`src/rtl/pc_update_pkg.sv`:
```
// pc_update_pkg
// Shared types and defaults for the PC redirect engine.
//   op_t    : decoded control-flow operation captured from decode
//   state_t : redirect FSM states
//   decode_op() : collapses the raw op lines into a single op, applying
//                 the priority ret > call > jreg > branch
package pc_update_pkg;

  localparam int DEFAULT_PC_WIDTH    = 16;
  localparam int DEFAULT_STACK_DEPTH = 16;

  typedef enum logic [2:0] {
    OP_NONE = 3'd0,
    OP_BR   = 3'd1,
    OP_JREG = 3'd2,
    OP_CALL = 3'd3,
    OP_RET  = 3'd4
  } op_t;

  typedef enum logic [1:0] {
    ST_IDLE = 2'd0,
    ST_EXEC = 2'd1,
    ST_DONE = 2'd2
  } state_t;

  function automatic op_t decode_op(input logic call, input logic ret,
                                    input logic jreg, input logic branch);
    op_t op;
    if (ret)         op = OP_RET;
    else if (call)   op = OP_CALL;
    else if (jreg)   op = OP_JREG;
    else if (branch) op = OP_BR;
    else             op = OP_NONE;
    return op;
  endfunction

endpackage

```
`src/rtl/pc_update_unit_if.sv`:
```
// pc_update_if
// Bundles the request lines coming from decode/hazard logic and the
// redirect results going to the fetch PC register.
//   master : request source (decode side) - drives PC_hazard, op lines,
//            branch_taken and the candidate addresses; observes results
//   slave  : pc_update_unit - consumes requests, drives PC_update, PC_next,
//            pop, stack_err, stack_count
interface pc_update_if
  import pc_update_pkg::*;
#(
  parameter int PC_WIDTH    = DEFAULT_PC_WIDTH,
  parameter int STACK_DEPTH = DEFAULT_STACK_DEPTH
) ();

  logic                          PC_hazard;
  logic                          call;
  logic                          ret;
  logic                          branch;
  logic                          jreg;
  logic                          branch_taken;
  logic [PC_WIDTH-1:0]           PC_plus1;
  logic [PC_WIDTH-1:0]           branch_target;
  logic [PC_WIDTH-1:0]           jreg_target;
  logic                          PC_update;
  logic [PC_WIDTH-1:0]           PC_next;
  logic                          pop;
  logic                          stack_err;
  logic [$clog2(STACK_DEPTH):0]  stack_count;

  modport master (
    output PC_hazard, call, ret, branch, jreg, branch_taken,
           PC_plus1, branch_target, jreg_target,
    input  PC_update, PC_next, pop, stack_err, stack_count
  );

  modport slave (
    input  PC_hazard, call, ret, branch, jreg, branch_taken,
           PC_plus1, branch_target, jreg_target,
    output PC_update, PC_next, pop, stack_err, stack_count
  );

endinterface

```
`src/rtl/pc_update_unit_ras_stack.sv`:
```
// ras_stack
// Register-array LIFO used as the return-address stack.
//   clk, rst : clock and synchronous active-high reset (clears count only)
//   push     : write din on top of stack (ignored when full)
//   pop      : discard top of stack (ignored when empty)
//   din      : value to push
//   dout     : current top of stack, combinational; 0 when empty
//   count    : occupancy, 0..DEPTH
//   full     : count == DEPTH
//   empty    : count == 0
module ras_stack #(
  parameter int WIDTH = 16,
  parameter int DEPTH = 16
) (
  input  logic                      clk,
  input  logic                      rst,
  input  logic                      push,
  input  logic                      pop,
  input  logic [WIDTH-1:0]          din,
  output logic [WIDTH-1:0]          dout,
  output logic [$clog2(DEPTH):0]    count,
  output logic                      full,
  output logic                      empty
);

  localparam int AW = $clog2(DEPTH);
  localparam int CW = AW + 1;
  localparam logic [CW-1:0] FULL_COUNT = CW'(DEPTH);

  logic [WIDTH-1:0] mem [DEPTH];
  logic [AW-1:0]    top_idx;

  assign full  = (count == FULL_COUNT);
  assign empty = (count == '0);

  // With DEPTH a power of two, a full stack has zero low bits, so the
  // decrement wraps to DEPTH-1 and still addresses the top entry.
  assign top_idx = count[AW-1:0] - 1'b1;
  assign dout    = empty ? '0 : mem[top_idx];

  // Contents are not reset; a write is simply suppressed in a reset cycle.
  always_ff @(posedge clk) begin
    if (!rst && push && !full) begin
      mem[count[AW-1:0]] <= din;
    end
  end

  always_ff @(posedge clk) begin
    if (rst) begin
      count <= '0;
    end else if (push && !full) begin
      count <= count + 1'b1;
    end else if (pop && !empty) begin
      count <= count - 1'b1;
    end
  end

endmodule

```
`src/rtl/pc_update_unit.sv`:
```
// pc_update_unit
// Multi-cycle PC redirect engine. Captures a call/ret/branch/jreg request
// while the hazard detector stalls, resolves the new fetch address, maintains
// the return-address stack, and pulses PC_update to release the stall.
//   clk : clock, rising edge
//   rst : synchronous active-high reset
//   bus : pc_update_if slave
//     in : PC_hazard, call, ret, branch, jreg, branch_taken,
//          PC_plus1, branch_target, jreg_target
//     out: PC_update (1-cycle pulse), PC_next (held), pop (EXEC of ret),
//          stack_err (sticky), stack_count
module pc_update_unit
  import pc_update_pkg::*;
#(
  parameter int PC_WIDTH    = DEFAULT_PC_WIDTH,
  parameter int STACK_DEPTH = DEFAULT_STACK_DEPTH
) (
  input logic       clk,
  input logic       rst,
  pc_update_if.slave bus
);

  localparam int CW = $clog2(STACK_DEPTH) + 1;

  state_t              state;
  op_t                 op_q;
  op_t                 req_op;
  logic                taken_q;
  logic [PC_WIDTH-1:0] plus1_q;
  logic [PC_WIDTH-1:0] btgt_q;
  logic [PC_WIDTH-1:0] jtgt_q;

  logic                push_q;
  logic                pop_q;
  logic                update_q;
  logic [PC_WIDTH-1:0] next_q;
  logic                err_q;

  logic [PC_WIDTH-1:0] stack_dout;
  logic [CW-1:0]       stack_count;
  logic                stack_full;
  logic                stack_empty;

  logic [PC_WIDTH-1:0] exec_target;
  logic                exec_err;

  assign req_op = decode_op(bus.call, bus.ret, bus.jreg, bus.branch);

  // push_q/pop_q are only high during EXEC, so the stack commits at the end
  // of EXEC. A reset on that edge clears the count, so nothing is kept.
  ras_stack #(
    .WIDTH (PC_WIDTH),
    .DEPTH (STACK_DEPTH)
  ) u_ras (
    .clk   (clk),
    .rst   (rst),
    .push  (push_q),
    .pop   (pop_q),
    .din   (plus1_q),
    .dout  (stack_dout),
    .count (stack_count),
    .full  (stack_full),
    .empty (stack_empty)
  );

  // Target mux for the latched op; the stack top is read before the
  // end-of-EXEC pop, so a ret sees the entry it is about to remove.
  always_comb begin
    exec_target = '0;
    exec_err    = 1'b0;
    unique case (op_q)
      OP_CALL: begin
        exec_target = btgt_q;
        exec_err    = stack_full;
      end
      OP_RET: begin
        exec_target = stack_empty ? '0 : stack_dout;
        exec_err    = stack_empty;
      end
      OP_JREG: exec_target = jtgt_q;
      OP_BR:   exec_target = taken_q ? btgt_q : plus1_q;
      default: exec_target = '0;
    endcase
  end

  // Redirect FSM: IDLE captures a stalled request, EXEC resolves it and
  // drives the stack, DONE presents the pulse. Hazard is ignored outside IDLE.
  always_ff @(posedge clk) begin
    if (rst) begin
      state    <= ST_IDLE;
      op_q     <= OP_NONE;
      taken_q  <= 1'b0;
      plus1_q  <= '0;
      btgt_q   <= '0;
      jtgt_q   <= '0;
      push_q   <= 1'b0;
      pop_q    <= 1'b0;
      update_q <= 1'b0;
      next_q   <= '0;
      err_q    <= 1'b0;
    end else begin
      unique case (state)
        ST_IDLE: begin
          update_q <= 1'b0;
          if (bus.PC_hazard && (req_op != OP_NONE)) begin
            op_q    <= req_op;
            taken_q <= bus.branch_taken;
            plus1_q <= bus.PC_plus1;
            btgt_q  <= bus.branch_target;
            jtgt_q  <= bus.jreg_target;
            push_q  <= (req_op == OP_CALL);
            pop_q   <= (req_op == OP_RET);
            state   <= ST_EXEC;
          end
        end
        ST_EXEC: begin
          next_q   <= exec_target;
          update_q <= 1'b1;
          push_q   <= 1'b0;
          pop_q    <= 1'b0;
          if (exec_err) begin
            err_q <= 1'b1;
          end
          state <= ST_DONE;
        end
        ST_DONE: begin
          update_q <= 1'b0;
          state    <= ST_IDLE;
        end
        default: state <= ST_IDLE;
      endcase
    end
  end

  assign bus.PC_update   = update_q;
  assign bus.PC_next     = next_q;
  assign bus.pop         = pop_q;
  assign bus.stack_err   = err_q;
  assign bus.stack_count = stack_count;

endmodule

```
`src/flat_wrapper.sv`:
```
// flat-port wrapper written by rule: the top's interface ports become plain ports
module pc_update_unit_flat import pc_update_pkg::*;
#(
  parameter int PC_WIDTH    = DEFAULT_PC_WIDTH,
  parameter int STACK_DEPTH = DEFAULT_STACK_DEPTH
)
  (clk, rst, bus_PC_hazard, bus_call, bus_ret, bus_branch, bus_jreg, bus_branch_taken, bus_PC_plus1, bus_branch_target, bus_jreg_target, bus_PC_update, bus_PC_next, bus_pop, bus_stack_err, bus_stack_count);
  pc_update_if #(.PC_WIDTH(PC_WIDTH), .STACK_DEPTH(STACK_DEPTH)) bus_i ();
  input logic clk;
  input logic rst;
  input wire logic [$bits(bus_i.PC_hazard)-1:0] bus_PC_hazard;
  input wire logic [$bits(bus_i.call)-1:0] bus_call;
  input wire logic [$bits(bus_i.ret)-1:0] bus_ret;
  input wire logic [$bits(bus_i.branch)-1:0] bus_branch;
  input wire logic [$bits(bus_i.jreg)-1:0] bus_jreg;
  input wire logic [$bits(bus_i.branch_taken)-1:0] bus_branch_taken;
  input wire logic [$bits(bus_i.PC_plus1)-1:0] bus_PC_plus1;
  input wire logic [$bits(bus_i.branch_target)-1:0] bus_branch_target;
  input wire logic [$bits(bus_i.jreg_target)-1:0] bus_jreg_target;
  output wire logic [$bits(bus_i.PC_update)-1:0] bus_PC_update;
  output wire logic [$bits(bus_i.PC_next)-1:0] bus_PC_next;
  output wire logic [$bits(bus_i.pop)-1:0] bus_pop;
  output wire logic [$bits(bus_i.stack_err)-1:0] bus_stack_err;
  output wire logic [$bits(bus_i.stack_count)-1:0] bus_stack_count;
  assign bus_i.PC_hazard = bus_PC_hazard;
  assign bus_i.call = bus_call;
  assign bus_i.ret = bus_ret;
  assign bus_i.branch = bus_branch;
  assign bus_i.jreg = bus_jreg;
  assign bus_i.branch_taken = bus_branch_taken;
  assign bus_i.PC_plus1 = bus_PC_plus1;
  assign bus_i.branch_target = bus_branch_target;
  assign bus_i.jreg_target = bus_jreg_target;
  assign bus_PC_update = bus_i.PC_update;
  assign bus_PC_next = bus_i.PC_next;
  assign bus_pop = bus_i.pop;
  assign bus_stack_err = bus_i.stack_err;
  assign bus_stack_count = bus_i.stack_count;
  pc_update_unit #(.PC_WIDTH(PC_WIDTH), .STACK_DEPTH(STACK_DEPTH)) u_core (.clk(clk), .rst(rst), .bus(bus_i));
endmodule
```
`config.mk`:
```
export PLATFORM = sky130hd
export DESIGN_NAME = pc_update_unit_flat
export DESIGN_NICKNAME = d
export VERILOG_FILES = /design/src/rtl/pc_update_pkg.sv /design/src/rtl/pc_update_unit_if.sv /design/src/rtl/pc_update_unit_ras_stack.sv /design/src/rtl/pc_update_unit.sv /design/src/flat_wrapper.sv
export SDC_FILE = /design/constraint.sdc
export NUM_CORES = 1
export LEC_CHECK = 0
export ABC_CLOCK_PERIOD_IN_PS = 3300
export CAP_MARGIN = 20
export CORE_ASPECT_RATIO = 1.75
export CORE_MARGIN = 4
export CORE_UTILIZATION = 43
export CTS_CLUSTER_DIAMETER = 120
export DETAILED_ROUTE_END_ITERATION = 12
export DONT_BUFFER_PORTS = 1
export PLACE_DENSITY = 0.63
export SLEW_MARGIN = 20
export SYNTH_ARGS = -nofsm -noshare
export SYNTH_HDL_FRONTEND = slang
export SYNTH_SLANG_ARGS = --single-unit
```
`constraint.sdc`:
```
create_clock -name clk -period 3.3 [get_ports clk]
set_input_delay 0.66 -clock clk [delete_from_list [all_inputs] [get_ports clk]]
set_output_delay 0.66 -clock clk [all_outputs]
set_load 0.05 [all_outputs]
```
==> Word level (Yosys, flattened, before mapping) <==
Memories as Yosys holds them, arrays and structs flattened.
Cells that the tools add are included.
{ "word_totals": {"mem_bits_rw": 256, "word_cells": 63, "output_inout_bits": 24, "in_bits": 56, "register_bits": 79, "n_memories": 1} }
{ "mem_list": {"columns": ["name", "words", "word_bits", "rd", "rd_clocked_by_memory_dff", "write_ports", "line", "text"], "rows": [
  ["u_core.u_ras.mem", 16, 16, 1, 0, 1, "pc_update_unit_ras_stack.sv:30", "logic [WIDTH-1:0] mem [DEPTH];"]
]} }
{ "classes": {"n_mux": 19, "n_reduce_logical": 18, "eq_ne": 10, "addsub": 3} }
{ "op_table": {"columns": ["cell", "count"], "rows": [
  ["one-hot mux 16 bit (4 select lines)", 1],
  ["two-way mux 16 bit", 2],
  ["two-way mux 5 bit", 2],
  ["== test 3 x 2 -> 1 bit (second input constant)", 3],
  ["two-way mux 3 bit", 3],
  ["one-hot mux 1 bit (2 select lines)", 4],
  ["== test 3 bit (second input constant)", 2],
  ["AND reduction 2 bit", 3],
  ["nonzero test 2 bit", 3],
  ["adder 5 x 1 -> 5 bit (second input constant)", 1],
  ["== test 5 bit (second input constant)", 1],
  ["logical AND 1 bit", 5],
  ["logical NOT 5 bit", 1],
  ["two-way mux 1 bit", 5],
  ["subtractor 5 x 1 -> 5 bit (second input constant)", 1],
  ["one-hot mux 2 bit (2 select lines)", 1],
  ["subtractor 4 x 1 -> 4 bit (second input constant)", 1],
  ["== test 3 x 1 -> 1 bit (second input constant)", 1],
  ["logical NOT 1 bit", 3],
  ["nonzero test 3 bit", 1],
  ["== test 2 x 1 -> 1 bit (second input constant)", 1],
  ["== test 2 bit (second input constant)", 1],
  ["logical NOT 2 bit", 1],
  ["two-way mux 2 bit", 1],
  ["other kinds (2)", 2]
]} }

==> Depth between registers and ports, before layout <==
Gate-level depths: netlist of the first run.
{ "depth": {"ltp_word": 8, "depth_mapped": 13, "mapped_depth_nobuf": 11} }

==> Hierarchy <==
A second synthesis of the first run with hierarchy kept.
{ "hier_totals": {"cells_unflattened": 831, "area_unflattened_um2": 13354.1} }
{ "by_module_without_submodules": {"columns": ["module", "cells_per_inst", "seq_area_each_um2", "instances", "area_each_um2"], "rows": [
  ["ras_stack", 468, 7787.5, 1, 10336.2],
  ["pc_update_unit", 363, 1481.4, 1, 3017.9]
]} }

==> Worst setup path after synthesis of the first run <==
No wires, ideal clock.
{ "synth_path": {"kind": "reg-to-reg", "startpoint": "reg u_core.u_ras.count[0]", "endpoint": "mem u_core.u_ras.mem[3][0], enable pin", "path_stages_with_launch": 9, "period_less_slack_ns": 3.739, "slack_ns": -0.439, "required_ns": 2.891, "arrival_time_ns": 3.330, "path_cell_list": "dfxtp_1 clkbuf_1 inv_1 buf_1 ha_1 nand4bb_1 nor2b_1 nand2_1 nor3_1"} }
{ "synth_via": {"elab_chain_len": 5} }
{ "synth_rtl": {"columns": ["element", "line", "text"], "rows": [
  ["start: declaration", "pc_update_unit_ras_stack.sv:21", "output logic [$clog2(DEPTH):0] count,"],
  ["start signal: assignment", "pc_update_unit_ras_stack.sv:52", "count <= count + 1'b1;"],
  ["start signal: assignment", "pc_update_unit_ras_stack.sv:54", "count <= count - 1'b1;"],
  ["== test 5 bit", "pc_update_unit_ras_stack.sv:33", "assign full = (count == FULL_COUNT);"],
  ["logical NOT 1 bit", "pc_update_unit_ras_stack.sv:43", "if (!rst && push && !full) begin"],
  ["logical AND 1 bit", "pc_update_unit_ras_stack.sv:43", null],
  ["two-way mux 1 bit", "pc_update_unit_ras_stack.sv:43", null],
  ["two-way mux 1 bit (not written as such)", "pc_update_unit_ras_stack.sv:44", "mem[count[AW-1:0]] <= din;"],
  ["end: declaration", "pc_update_unit_ras_stack.sv:30", null]
]} }
Several ways; a longest one is shown, not always the timed one.

==> Worst setup path in the final report of the first run <==
{ "layout_path": {"startpoint": "reg u_core.u_ras.count[0]", "endpoint": "reg u_core.next_q[6] (netlist: u_core.bus.PC_next[6])"} }
{ "layout_via": {"elab_chain_len": 4, "word_cells_on_any_way": 5, "classes_between": "add/sub: 1; mux: 2; reduce/logical: 1; memory: 1"} }
{ "layout_rtl": {"columns": ["element", "line", "text"], "rows": [
  ["subtractor 4 x 1 -> 4 bit", "pc_update_unit_ras_stack.sv:38", "assign top_idx = count[AW-1:0] - 1'b1;"],
  ["memory read (16 x 16 bit)", null, null],
  ["two-way mux 16 bit (*)", "pc_update_unit.sv:77", "exec_target = stack_empty ? '0 : stack_dout;"],
  ["one-hot mux 16 bit (4 select lines) (*)", "pc_update_unit.sv:71", "unique case (op_q)"],
  ["end signal: assignment", "pc_update_unit.sv:117", "next_q <= exec_target;"],
  ["end: declaration", "pc_update_unit.sv:36", "logic [PC_WIDTH-1:0] next_q;"]
]} }
Mark *: on every way between the ends. The rest lies on a longest branch, timed or not.
A chain may end at the register's enable or synchronous reset.

==> results.toml, run 1 <==
[yosys]
synth_top_family_by_area = "multiplexers"
synth_top_area_share_pct = 57.7
ys_seq_area_share_pct = 69.5
synth_area_per_cell_um2 = 16.0
synthMuxAreaShare_pct = 15.6
syn_area_um2 = 13300
ys_ff_latch = 335
synth-main-ff-cell = "edfxtp_1"
synthCells = 831
yosysTopAreaCell = "edfxtp_1"
synth-xor-area-share_pct = 0.469
ys_warn_count = 0
synthTopCellsByArea = "edfxtp_1, dfxtp_1, mux4_2, mux4_1, mux2_2"
synth_compound_area_share_pct = 5.27
async_flop_share_pct = 0
synthAdderAreaFrac_pct = 0.901
syn_nets = 896
synthSimpleGateAreaFrac_pct = 6.24
synth_edf_count = 256
synth.distinct_cells = 40

[global_routing]
grt_first_pass_wirelength_mm = 43.3
grt_remaining_overflow = 0
grt_antenna_before_repair = 0
grt_max_degree = 68
grt_use_total_pct = 16.6
grt_pass1_vias = 7277

[worst_setup_path]
required_ns = 3.71
startpoint_type = "flip-flop"
critPathMaxStageDelay_ns = 0.57
r2r-end = "u_core.bus.PC_next[6]"
arrival_ns = 3.07
r2r_start = "u_core.u_ras.count[0]"
end_kind = "flip-flop"
cp_max_fo = 21
critPathKind = "reg -> reg"
crit_chain = "inv_1 -> ha_1 -> xor2_4 -> buf_12 -> mux4_1 -> mux2_2 -> nand2_1 -> a31oi_1"
r2r_slack_ns = 0.64
crit_slowest_cell = "mux4_1"
r2r_cells = 8

[final_layout]
fillers = 2583
nets = 915
finalNonFillerCells = 1263
num_antenna_cells = 0
final_common_cell = "edfxtp_1"
layout.cells.most_common_list = "edfxtp_1, nand2_1, dfxtp_1"
multiInputGateArea_um2 = 3840
area_growth_pct = 11.9
drive_gt1_share_pct = 21.0
ff_latch_area_um2 = 9270

[clock_network]
post_cts_buffers = 0
holdBufCountCts = 0
cts.clk_slew.worst_paths_ns = 0.07
cts_tree = "yes"
cts_resized = 0
clk_latency_ns = 0.55
max-clock-path-buffers = 3
cts_root_buffer = "clkbuf_16"
cts_buffers = 29
cts.htree.levels = 1
cts.sinks = 335

[floorplan]
core-area_um2 = 30700
rows = 85
io_pins = 80
die_h_um = 241
die_x_um = 141
initial_core_util_pct = 43.4
dieArea_um2 = 34000

[timing]
whs_ns = 0.174
relSlewSlack_pct = 35.7
fin_crit_sh_pct = 80.6
final.setup.tns_ns = 0
skew_ns = 0.0199
setup_viol = 0
tightest_slew_ns = 0.964
rsz0062_at_grt = "false"
timing_hold_violations_final = 0
period_needed_ns = 2.66
maxSlewViolCount = 0
fmax_ghz = 0.376

[power]
peakVddDrop_uv = 478
clock_power_share_pct = 37.4
power_leakage_nw = 4.96
netSwitchingPower_w = 0.00216
combinationalPowerShare_pct = 12.7
switching_share_pct = 23.0
powerDensity_nw_per_um2 = 632
intPower_w = 0.00726
power_frac_seq_pct = 49.8

[routing]
drtAntennaViolNets = 0
vias = 7167
dr.first_iter.drc_count = 557
vias_per_cell = 5.67
first_pass_iters = 6
remaining_drc_errors = 0
wl_per_cell_um = 22.5
wl_mm = 28.4

[worst_hold_path]
min_to = "u_core.u_ras.count[3]"
hold_path.startpoint = "rst"
hold_depth = 1
hold_class = "in -> reg"

[placed_design]
io_buffer_count = 0
dpl.cell_count = 1210
gp_congestion = 0.756
dp_hpwl_mm = 18.1

[flow_run]
max-cap-violations = 0

[status]
status = "completed"
sequential cells by signal (all words and copies together), names as in the netlist:
signal	count
u_core.op_q	3
u_core.bus.PC_update	1
u_core.state	2
u_core.u_ras.mem	256
u_core.plus1_q	16
u_core.jtgt_q	16
u_core.taken_q	1
u_core.bus.stack_err	1
u_core.u_ras.count	5
u_core.bus.pop	1
u_core.bus.PC_next	16
u_core.push_q	1
u_core.btgt_q	16
cell usage after synthesis, types with 8 or more instances:
| cell | instances |
|---|---|
| edfxtp_1 | 256 |
| a31oi_1 | 17 |
| a222oi_1 | 16 |
| mux4_2 | 42 |
| a21oi_1 | 73 |
| mux4_1 | 22 |
| clkbuf_1 | 30 |
| mux2_2 | 49 |
| nand2_1 | 139 |
| dfxtp_1 | 79 |
| nor2_1 | 30 |
| ha_1 | 8 |
power groups by stage:
stage	Sequential, W	Clock, W	Combinational, W
3_3_place_gp	0.00479	0	0.00121
6_report	0.00470	0.00353	0.00120
4_1_cts	0.00470	0.00360	0.00122
2_1_floorplan	0.00478	0	0.000968
5_1_grt	0.00471	0.00376	0.00130
3_5_place_dp	0.00479	0	0.00122
how the worst max path moves through the flow:
stage	from	to	cells after the start
finish	u_core.u_ras.count[0]	u_core.bus.PC_next[6]	8
global placement	u_core.u_ras.count[0]	u_core.bus.PC_next[4]	8
CTS	u_core.u_ras.count[0]	u_core.bus.PC_next[6]	8
global route	u_core.u_ras.count[0]	u_core.u_ras.count[4]	11
detailed placement	u_core.u_ras.count[0]	u_core.bus.PC_next[4]	8
floorplan	u_core.u_ras.count[0]	u_core.u_ras.mem[7][0]	8
worst max-delay path: cells and delay by family, from the launching register on:
kind | cells | cell delay (ns)
mux | 2 | 0.85
xor+xnor | 1 | 0.46
buf+inv | 2 | 0.43
flops | 1 | 0.31
fa+ha+maj | 1 | 0.28
simple gates | 1 | 0.09
compound gates | 1 | 0.09
metrics by stage:
step | power, W | utilization [%] | area (µm²) | worst slack (ns)
floorplan | 0.00574 | - | 13300 | 0.117
global placement | 0.00600 | 45.3 | 13900 | 0.616
detailed placement | 0.00601 | 45.3 | 13900 | 0.563
CTS | 0.00953 | 48.5 | 14900 | 0.551
global route | 0.00977 | 48.5 | 14900 | 0.411
finish | 0.00943 | 48.5 | 14900 | 0.639
kinds of logic (layout without fill, tap and decap cells):
kind of cell / count (synthesis) / after routing
flip-flops: 335 / 335
buffers and inverters: 53 / 94
XOR/XNOR: 5 / 5
multiplexers: 114 / 114
adder cells (fa/ha/maj): 9 / 9
AO/OA/AOI/OAI: 116 / 116
AND/OR/NAND/NOR: 199 / 199
area by class of cell:
type                            count  area share, %
Inverter                            5          0.126
Multi-Input combinational cell    443           25.8
Sequential cell                   335           62.1
Tap cell                          391           3.28
Clock inverter                     19           1.56
Timing Repair Buffer               36           2.06
Clock buffer                       34           5.06
layer usage:
metal | routed length (µm) | vias to the layer above | part of all wire, % | track usage (%)
li1 | - | 3247 | - | -
met1 | 11300 | 3694 | 40 | 20.9
met2 | 15200 | 195 | 53 | 30.7
met3 | 1420 | 31 | 5.0 | 1.53
met4 | 448 | 0 | 1.6 | 4.08
met5 | 0 | - | 0 | 0
Power figures use the tool's default switching activity.
==> run 2: changes to the inputs <==
Settings changed: ABC_CLOCK_PERIOD_IN_PS 3300 to 2200.
Clock period 3.3 ns to 2.2 ns, I/O delays scaled along.
==> run 2 against run 1 <==
Net effect:
- the run now ends with setup timing left
- largest cell class unchanged
- flip-flop and latch count unchanged
- via count up 6.2%
- clock skew down 0.0095 ns
- sequential share of layout area down 3.7 points
==> results.toml, run 2 (synthesized netlist as in run 1, its figures left out) <==
[status]
status = "complete, but fails checks"
failed_checks = "setup timing"

[floorplan]
core-area_um2 = 30700
die_h_um = 241
initial_core_util_pct = 43.4
dieArea_um2 = 34000
io_pins = 80
die_x_um = 141
rows = 85

[routing]
drtAntennaViolNets = 0
dr.first_iter.drc_count = 686
remaining_drc_errors = 0
vias = 7609
first_pass_iters = 6
wl_mm = 34.3
wl_per_cell_um = 26.1
vias_per_cell = 5.80

[timing]
maxSlewViolCount = 0
fin_crit_sh_pct = 102
period_needed_ns = 2.25
tightest_slew_ns = 0.695
rsz0062_at_grt = "true"
skew_ns = 0.0104
timing_hold_violations_final = 0
setup_ws_ns = -0.0476
whs_ns = 0.0191
relSlewSlack_pct = 53.6
setup_viol = 14
fmax_ghz = 0.445

[worst_setup_path]
cp_max_fo = 10
critPathKind = "reg -> reg"
crit_chain = "inv_6 -> ha_4 -> xor2_4 -> buf_12 -> buf_16 -> mux4_1 -> mux2_2 -> nand2_1 -> a31oi_1"
critPathMaxStageDelay_ns = 0.56
startpoint_type = "flip-flop"
required_ns = 2.63
r2r-end = "u_core.bus.PC_next[4]"
setup.worst_path.start = "u_core.u_ras.count[0]"
cp-endpoint = "u_core.bus.PC_next[4]"
end_kind = "flip-flop"
arrival_ns = 2.67
r2r_cells = 9
r2r_slack_ns = -0.05
crit_slowest_cell = "mux4_1"
r2r_start = "u_core.u_ras.count[0]"

[final_layout]
area_growth_pct = 19.1
nets = 964
drive_gt1_share_pct = 30.7
largest_reg_flops = 256
final_common_cell = "edfxtp_1"
num_antenna_cells = 0
layout.cells.most_common_list = "edfxtp_1, nand2_1, dfxtp_1"

[clock_network]
max-clock-path-buffers = 3
cts.clk_slew.worst_paths_ns = 0.07
cts.htree.levels = 1
cts_tree = "yes"
cts_root_buffer = "clkbuf_16"
cts.sinks = 335
cts_buffers = 29
clk_latency_ns = 0.56

[power]
power_leakage_nw = 5.33
peakVddDrop_uv = 754
powerDensity_nw_per_um2 = 917
p_total_w = 0.0146

[flow_run]
max-cap-violations = 0

[global_routing]
grt_first_pass_wirelength_mm = 50.1
grt_remaining_overflow = 0
grt_max_degree = 63
grt_use_total_pct = 19.8
grt_pass1_vias = 7855
grt_antenna_before_repair = 0

[placed_design]
io_buffer_count = 0
gp_congestion = 0.795
dp_hpwl_mm = 21.7

[worst_hold_path]
hold_class = "in -> reg"
-- run 2: layout make-up --
class / instances / area, µm²
Clock buffer: 35 / 779
Timing Repair Buffer: 85 / 1070
Sequential cell: 335 / 9280
Clock inverter: 19 / 186
Multi-Input combinational cell: 443 / 4060
Tap cell: 391 / 489
Inverter: 5 / 26.3
Fill cell: 2481 / 14900
-- run 2: repair_timing --
item / 4_1_cts / 5_1_grt
endpoints found under the hold margin: 62 / 0
gates resized for setup: 17 / 26
setup endpoints to repair: 17 / 38
buffers inserted: 0 / 1
pin swaps: 2 / 4
hold buffers: 3 / 0
gates cloned: 0 / 3
-- run 2: per-stage QoR --
stage	setup WS [ns]	instance area, µm²	utilization (%)	setup TNS [ns]	cells
2_1_floorplan	-0.374	13500	-	-20.57	831
3_3_place_gp	-0.115	14700	47.8	-0.822	1252
3_5_place_dp	-0.143	14700	47.8	-1.22	1252
4_1_cts	-0.0781	15700	51.2	-0.640	1309
5_1_grt	-0.123	15900	51.7	-1.54	1313
6_report	-0.0476	15900	51.7	-0.286	1313
-- run 2: power by group --
group	switching (W)	total (W)	internal, W
registers	0.000108	0.00700	0.00690
clock network	0.00235	0.00516	0.00281
logic	0.00112	0.00241	0.00128
total	0.00358	0.0146	0.0110
-- run 2: worst min-delay path by stage --
stage | from | endpoint | slack, ns | depth (start not counted)
final | bus_branch_target[15] | u_core.btgt_q[15] | 0.02 | 2
after global routing | bus_PC_plus1[15] | u_core.plus1_q[15] | 0.007 | 2
after CTS | bus_PC_plus1[7] | u_core.plus1_q[7] | 0.0007 | 2
after detailed placement | u_core.btgt_q[7] | u_core.btgt_q[7] | 0.44 | 2
after global placement | u_core.jtgt_q[15] | u_core.jtgt_q[15] | 0.44 | 2
after floorplan | u_core.btgt_q[0] | u_core.btgt_q[0] | 0.43 | 2
-- run 2: worst max-delay path: cells and delay by family (launching register included) --
family | cells | cell delay [ns]
AO/OA/AOI/OAI | 1 | 0.07
XOR/XNOR | 1 | 0.17
adder cells (fa/ha/maj) | 1 | 0.17
buffers and inverters | 3 | 0.40
flip-flops | 1 | 0.37
multiplexers | 2 | 0.85
AND/OR/NAND/NOR | 1 | 0.07
-- run 2: per-layer routing --
metal | routed length (µm) | vias to the layer above | part of all wire, % | track usage (%)
met1 | 12300 | 3941 | 36 | 23.2
met5 | 0 | - | 0 | 0
met4 | 1110 | 0 | 3.2 | 7.35
li1 | - | 3361 | - | -
met3 | 1800 | 60 | 5.3 | 2.20
met2 | 19100 | 247 | 56 | 37.2
==> run 3: changes to the inputs <==
Settings changed: CTS_CLUSTER_SIZE set to 8.
==> run 3 against run 2 <==
Net effect:
- the flow still finishes with violations (setup timing)
- non-clock buffer count grew 4
- worst setup slack worse by 0.038 ns
- sequential power hardly changed
- clock skew up 0.0064 ns
==> results.toml, run 3 (synthesized netlist as in run 1, its figures left out) <==
[timing]
fmax_ghz = 0.438
maxSlewViolCount = 0
skew_ns = 0.0169
rsz0062_at_grt = "true"
tightest_slew_ns = 0.693
timing_hold_violations_final = 0
setup_viol = 15
period_needed_ns = 2.29
relSlewSlack_pct = 53.8
setup_ws_ns = -0.0855
fin_crit_sh_pct = 104

[placed_design]
pre_cts_slack_ns = -0.143
dp_hpwl_mm = 21.7
io_buffer_count = 0
gp_congestion = 0.795
dpl.cell_count = 1252

[global_routing]
grt_antenna_before_repair = 1
grt_first_pass_wirelength_mm = 50.6
grtUsageMet1_pct = 22.9
grt_busiest_layer = "met2"
grtUsageMet2_pct = 38.4
grt_remaining_overflow = 0
grt_use_total_pct = 20.1
gr-usage-met3_pct = 2.62
grt_max_degree = 63
grt_pass1_vias = 8011

[floorplan]
die_x_um = 141
rows = 85
initial_core_util_pct = 43.4
dieArea_um2 = 34000
die_h_um = 241
core-area_um2 = 30700
io_pins = 80

[final_layout]
drive_gt1_share_pct = 29.8
largest_reg_flops = 256
final_common_cell = "edfxtp_1"
area_growth_pct = 22.7
fillers = 2431
multiInputGateArea_um2 = 4030
ff_latch_area_um2 = 9280
nets = 986
fin_util_pct = 53.2
layout.cells.most_common_list = "edfxtp_1, nand2_1, dfxtp_1"
finalNonFillerCells = 1351

[clock_network]
cts.sinks = 335
max-clock-path-buffers = 3
clk_latency_ns = 0.54
cts_buffers = 47
cts_tree = "yes"
cts_root_buffer = "clkbuf_16"
cts.clk_slew.worst_paths_ns = 0.05
cts.htree.levels = 2

[worst_setup_path]
critPathKind = "reg -> reg"
r2r_cells = 10
cp_max_fo = 8
startpoint_type = "flip-flop"
timing.critical_path.mode_cell = "buf_12"
r2r-end = "u_core.bus.PC_next[7]"
r2r_slack_ns = -0.09
crit_chain = "inv_6 -> ha_4 -> xor2_4 -> buf_12 -> buf_12 -> clkbuf_16 -> mux4_2 -> mux2_2 -> nand2_1 -> a31oi_1"
critPathMaxStageDelay_ns = 0.51
r2r_start = "u_core.u_ras.count[0]"
end_kind = "flip-flop"
crit_slowest_cell = "mux4_2"
crit_family = "multiplexers"
setup.worst_path.start = "u_core.u_ras.count[0]"
required_ns = 2.58
critPathBufInv = 4
arrival_ns = 2.67

[status]
failed_checks = "setup timing"
status = "complete, but fails checks"

[routing]
first_pass_iters = 8
dr.first_iter.drc_count = 680
vias = 7800
remaining_drc_errors = 0
wl_per_cell_um = 26.0
vias_per_cell = 5.77
drtAntennaViolNets = 0
wl_mm = 35.1

[power]
power_leakage_nw = 5.55
peakVddDrop_uv = 683
powerDensity_nw_per_um2 = 992

[worst_hold_path]
hold_path.startpoint = "bus_branch_target[12]"
hold_class = "in -> reg"
min_to = "u_core.btgt_q[12]"
hold_depth = 2

[flow_run]
max-cap-violations = 0
run 3: cell types whose count changed in the layout (fill, tap and decap cells not counted), moves of 2 or more:
cell	before	now
buf_12	23	26
buf_4	52	54
bufinv_16	2	0
clkbuf_1	4	37
clkbuf_16	33	53
clkinv_2	3	0
clkinv_4	5	0
clkinvlp_4	5	0
dlygate4sd3_1	2	0
inv_6	4	1
mux2_2	38	42
mux2_4	11	7
run 3: where the power goes:
part / internal [W] / total, W / switching (W)
sequential: 0.00692 / 0.00702 / 0.000107
combinational: 0.00137 / 0.00251 / 0.00115
clock: 0.00415 / 0.00669 / 0.00254
total: 0.0124 / 0.0162 / 0.00380
run 3: per-layer routing:
metal / part of all wire [%] / routed length (µm)
met5: 0 / 0
met4: 3.2 / 1120
met3: 5.6 / 1980
met2: 56 / 19500
met1: 36 / 12500
run 3: stage by stage:
stage	total power [W]	hold slack (ns)	area, µm²	setup TNS (ns)
floorplan	0.00867	0.434	13500	-20.57
global placement	0.00927	0.435	14700	-0.822
detailed placement	0.00930	0.443	14700	-1.22
CTS	0.0160	0.0181	16100	-0.762
global route	0.0168	0.0215	16400	-2.10
finish	0.0162	0.0322	16400	-0.829
run 3: what timing repair did:
item                                    CTS  global route
gates cloned                              0             4
buffers inserted                          0             6
hold endpoints to repair                 62             0
hold buffers                              1             0
endpoints found under the setup margin   17            35
gates resized for setup                   3            33
pin swaps                                 0             9
run 3: worst max-delay path by stage:
stage / end / cells past startpoint
detailed placement: u_core.u_ras.count[4] / 12
CTS: u_core.bus.PC_next[10] / 9
global route: u_core.bus.PC_next[4] / 10
floorplan: u_core.bus.PC_next[2] / 10
finish: u_core.bus.PC_next[7] / 10
global placement: u_core.u_ras.count[4] / 12
run 3: layout make-up:
class | count | share of cell area (%)
multi-input combinational | 443 | 24.6
clock buffer | 86 | 8.35
clock inverter | 1 | 0.122
tap | 391 | 2.99
inverter | 5 | 0.161
antenna | 1 | 0.0153
timing repair buffer | 89 | 7.02
sequential | 335 | 56.7
